[config.mk]
export PLATFORM = sky130hd
export DESIGN_NAME = irq_ctrl
export DESIGN_NICKNAME = d
export VERILOG_FILES = /design/src/rtl/irq_ctrl.sv
export SDC_FILE = /design/constraint.sdc
export NUM_CORES = 1
export LEC_CHECK = 0
export ABC_AREA = 1
export BUFFER_PORTS_ARGS = -buffer_cell sky130_fd_sc_hd__buf_2
export CORE_MARGIN = 2
export CORE_UTILIZATION = 37
export CTS_BUF_LIST = sky130_fd_sc_hd__clkbuf_8
export DETAILED_ROUTE_END_ITERATION = 8
export PLACE_DENSITY_LB_ADDON = 0.3
export SYNTH_ARGS = -nofsm -noshare
export SYNTH_HDL_FRONTEND = slang
export SYNTH_SLANG_ARGS = --single-unit
[constraint.sdc]
create_clock -name clk -period 1.3 [get_ports clk]
set_clock_uncertainty 0.2 [all_clocks]
set_input_delay 0.065 -clock clk [delete_from_list [all_inputs] [get_ports clk]]
set_output_delay 0.065 -clock clk [all_outputs]
set_load 0.01 [all_outputs]
[src/rtl/irq_ctrl.sv]
// Interrupt controller feeding cpu.HWInt[7:2]: per-source sync, level/edge capture,
// pending latch and mask, exposed to software as PENDING/MASK/MODE/ACK bridge registers.
module irq_ctrl #(
  parameter int unsigned          N_SRC     = 3,
  parameter logic [N_SRC-1:0]     SYNC_MASK = 3'b100
) (
  input  logic              clk,
  input  logic              reset,
  input  logic [31:2]       Addr,
  input  logic              WE,
  input  logic [31:0]       Din,
  output logic [31:0]       Dout,
  input  logic [N_SRC-1:0]  src,
  output logic [5:0]        HWInt,
  output logic              irq_any,
  output logic [2:0]        irq_id
);

  localparam int unsigned HW_W   = 6;
  localparam int unsigned ID_W   = 3;
  localparam int unsigned DATA_W = 32;

  localparam logic [1:0] SEL_PENDING = 2'd0;
  localparam logic [1:0] SEL_MASK    = 2'd1;
  localparam logic [1:0] SEL_MODE    = 2'd2;
  localparam logic [1:0] SEL_ACK     = 2'd3;

  logic [N_SRC-1:0] r_sync1;
  logic [N_SRC-1:0] r_sync2;
  logic [N_SRC-1:0] r_prev;
  logic [N_SRC-1:0] r_pending;
  logic [N_SRC-1:0] r_mask;
  logic [N_SRC-1:0] r_mode;
  logic [HW_W-1:0]  r_hwint;
  logic             r_irq_any;
  logic [ID_W-1:0]  r_irq_id;

  logic [1:0]       w_sel;
  logic [N_SRC-1:0] w_s;
  logic [N_SRC-1:0] w_rise;
  logic [N_SRC-1:0] w_ack;
  logic [N_SRC-1:0] w_mask_next;
  logic [N_SRC-1:0] w_mode_next;
  logic [N_SRC-1:0] w_mode_chg;
  logic [N_SRC-1:0] w_pend_next;
  logic [HW_W-1:0]  w_hwint_next;
  logic [ID_W-1:0]  w_id_next;
  logic             w_unused;

  assign w_sel    = Addr[3:2];
  assign w_unused = ^{Addr[31:4], Din[DATA_W-1:N_SRC]};

  // Next-state for capture, registers and the HWInt vector
  always_comb begin
    w_s          = (SYNC_MASK & r_sync2) | (~SYNC_MASK & src);
    w_rise       = w_s & ~r_prev;
    w_mask_next  = r_mask;
    w_mode_next  = r_mode;
    w_ack        = '0;
    w_id_next    = '0;

    if (WE) begin
      case (w_sel)
        SEL_MASK: w_mask_next = Din[N_SRC-1:0];
        SEL_MODE: w_mode_next = Din[N_SRC-1:0];
        SEL_ACK:  w_ack       = Din[N_SRC-1:0];
        default:  ;
      endcase
    end

    w_mode_chg = w_mode_next ^ r_mode;

    // A freshly re-moded source starts from a clean pending bit; set beats ack
    w_pend_next = ((r_mode & (w_rise | (r_pending & ~w_ack))) | (~r_mode & w_s))
                  & ~w_mode_chg;

    w_hwint_next = HW_W'(r_pending & w_mask_next);

    for (int i = HW_W - 1; i >= 0; i--) begin
      if (w_hwint_next[i]) begin
        w_id_next = ID_W'(i);
      end
    end
  end

  always_ff @(posedge clk) begin
    if (!reset) begin
      r_sync1   <= '0;
      r_sync2   <= '0;
      r_prev    <= '0;
      r_pending <= '0;
      r_mask    <= '0;
      r_mode    <= '0;
      r_hwint   <= '0;
      r_irq_any <= 1'b0;
      r_irq_id  <= '0;
    end else begin
      r_sync1   <= src;
      r_sync2   <= r_sync1;
      r_prev    <= w_s;
      r_pending <= w_pend_next;
      r_mask    <= w_mask_next;
      r_mode    <= w_mode_next;
      r_hwint   <= w_hwint_next;
      r_irq_any <= |w_hwint_next;
      r_irq_id  <= w_id_next;
    end
  end

  // Read mux shows pre-write register state
  always_comb begin
    Dout = '0;
    case (w_sel)
      SEL_PENDING: Dout = DATA_W'(r_pending);
      SEL_MASK:    Dout = DATA_W'(r_mask);
      SEL_MODE:    Dout = DATA_W'(r_mode);
      SEL_ACK:     Dout = {3'b000, r_irq_any, 25'b0, r_irq_id};
      default:     Dout = '0;
    endcase
  end

  assign HWInt   = r_hwint;
  assign irq_any = r_irq_any;
  assign irq_id  = r_irq_id;

endmodule

==> qor.csv <==
metric;value;unit
grt total ovfl;0;
site row count;20;
initial antenna violation count;0;
vias per cell;4.33;
top cell type's share of synthesized area;0.349;
YS warnings;0;
kind of critical path;flop to flop;
n_diodes;0;
initial core utilization;0.382;
flop and latch count out of synthesis;20;
met2 Use GR;0.199;
final worst slack;0.0455;ns
worst-path maximum fanout;3;
combinational power share;0.138;
clk_lat worst skew;0.26;ns
total track usage;0.132;
FF-to-FF Start;r_sync2[2];
placer's final routability congestion estimate;0.823;
RSZ-0062 raised after global routing;no;
ANT nets after route;0;
critical path endpoint category;flop;
Critical-path top delay cell;dlygate4sd3_1;
# setup viols final;0;
Worst EP required;1.25;ns
num ports;110;
largest net degree at the start of global routing;13;
Util after Layout;0.429;
Avg WL per Cell;9.80;µm
Sinks on Clock Net;20;
setup_tns;0;ns
DP Worst Slack;0.134;ns
RR Endpoint;r_prev[2];
cts bufs inserted;3;
CTS tree;yes;
sw frac;0.261;
Max Cap Violations;0;
Clock Tree Buf Depth;2;
DRT Pass-1 Iters;4;
WHS;-0.0651;ns
Mapped Area;1150;µm²
Setup Buffers After CTS;0;
PwrDens;1000;nW/µm²
fin cells;222;
crit-path max cell delay;0.54;ns
vias;961;
Synth area leader;dfxtp_1;
H-tree level count;1;
Synth cell types;16;
internal power;0.956;mW
met3 Use GR;0.0455;
Critical Path AT;1.20;ns
Leakage Power;0.701;nW
GRT Max-Usage Layer;met2;
hold path endpoint;r_sync1[2];
CTS clk-pin slew, worst paths;0.07;ns
R2R setup slack;0.05;ns
hold_sp;reset;
die height;59.7;µm
Die Footprint;3560;µm²
register area share after synthesis;0.349;
DRC viols;0;
FMAX;0.797;GHz
DR iter-0 viols;26;
layout cell share with drive strength beyond 1;0.180;
worst hold path type;input pin to flop;
port bufs;20;
Clk network pwr share;0.367;
Synth area leaders;dfxtp_1, buf_4, nand2_1;
M1 GR Usage;0.180;
sw power;0.337;mW
CP startpoint kind;flop;
r2r worst-path depth;3;
Root Driver;clkbuf_8;
core area;3000;µm²
hold depth;3;
Hold Fails Final Rpt;6;
HPWL Detailed;1590;µm
violated checks;hold timing;
Reg power frac;0.496;
Avg Inst Size Synth;7.17;µm²
Max VDD drop;0.750;mV
Final Slew Violations;0;
worst path cell trace;nand2_1 > inv_1 > dlygate4sd3_1;
Syn Inst Count;160;
Die Width;59.7;µm
min Tclk post-route;1.25;ns
outcome;finished, violations left;
vias in the first global route;824;
Layout Nets;258;
Area Growth Syn to Fin;12.3;%
final wirelength;2180;µm
Final Cycle Share;0.965;
Placed Cells;209;
first-pass GRT wire length;3480;µm
==> cells in the mapped netlist <==
master    number
inv_2          2
conb_1         1
buf_4         34
nand3_1        8
inv_1         15
nor2_1        10
a21oi_1        8
o21ai_0        6
buf_6          1
nand3b_1       2
nand3_2        3
nor2_4         2
nand4_1        4
nand2_4        1
nand2_1       43
dfxtp_1       20
==> placed cells by master, fill, tap and decap left out, types with 3 or more instances in the layout <==
master,count
nand2_1,43
dlygate4sd3_1,9
o21ai_0,6
conb_1,32
dfxtp_1,18
inv_1,15
buf_2,19
nand3_1,8
clkbuf_8,4
nand3_2,3
a21oi_1,8
nor2_1,10
nand4_1,4
==> critical path, delay by kind of cell, from the launching register on <==
kind,cells,cell delay [ns]
buf+inv,2,0.59
flops,1,0.30
simple gates,1,0.05
==> final cells by class <==
cell class	instances	area [µm²]
fill	315	1710
multi-input combinational	119	533
sequential	20	403
timing repair buffer	29	193
inverter	17	63.8
clock buffer	4	55.1
tap	33	41.3
==> kinds of logic (layout without fill, tap and decap cells) <==
family,count (synthesis),count (layout),share of synthesized area
other,1,32,0.00327
AOI/OAI and AO/OA,14,14,0.0611
and+or+nand+nor,73,73,0.299
DFF,20,20,0.349
buffers and inverters,52,50,0.288
==> registers in the layout, summed over array words and instances (netlist names) <==
signal     count
HWInt          3
irq_any        1
irq_id         2
r_mask         3
r_mode         3
r_pending      3
r_prev         1
r_sync1        3
r_sync2        1
==> through the flow <==
stage | power, mW | hold WS [ns] | area, µm²
finish | 1.29 | -0.0651 | 1290
global placement | 0.808 | 0.0611 | 1140
floorplan | 0.845 | -0.0374 | 1260
global route | 1.36 | -0.0527 | 1290
detailed placement | 0.809 | 0.0612 | 1140
CTS | 1.30 | -0.0655 | 1290
==> routing by layer <==
layer / vias to the layer above / wire [µm]
li1: 488 / -
met2: 51 / 960
met4: 0 / 17
met1: 419 / 1030
met3: 3 / 173
met5: - / 0
==> repair_timing <==
action,in CTS,in global routing
hold buffers,10,1
gates resized for setup,0,3
hold endpoints to repair,15,5
setup endpoints to repair,0,6
==> worst max path at each step <==
| stage | endpoint | startpoint | depth (start not counted) | slack, ns |
|---|---|---|---|---|
| final | r_prev[2] | r_sync2[2] | 3 | 0.05 |
| after global routing | r_prev[2] | r_sync2[2] | 3 | 0.001 |
| after CTS | Dout[0] | r_mode[0] | 3 | 0.02 |
| after detailed placement | r_pending[2] | Addr[2] | 7 | 0.13 |
| after global placement | r_pending[1] | Addr[2] | 7 | 0.13 |
| after floorplan | r_pending[0] | WE | 6 | 0.34 |
==> power groups by stage <==
stage	clock, mW	combinational [mW]	sequential, mW
after floorplan	0	0.193	0.652
after global routing	0.518	0.204	0.643
after CTS	0.486	0.177	0.640
after global placement	0	0.155	0.654
after detailed placement	0	0.155	0.654
final	0.474	0.178	0.641
No activity file was read; power rests on OpenSTA's default activity.
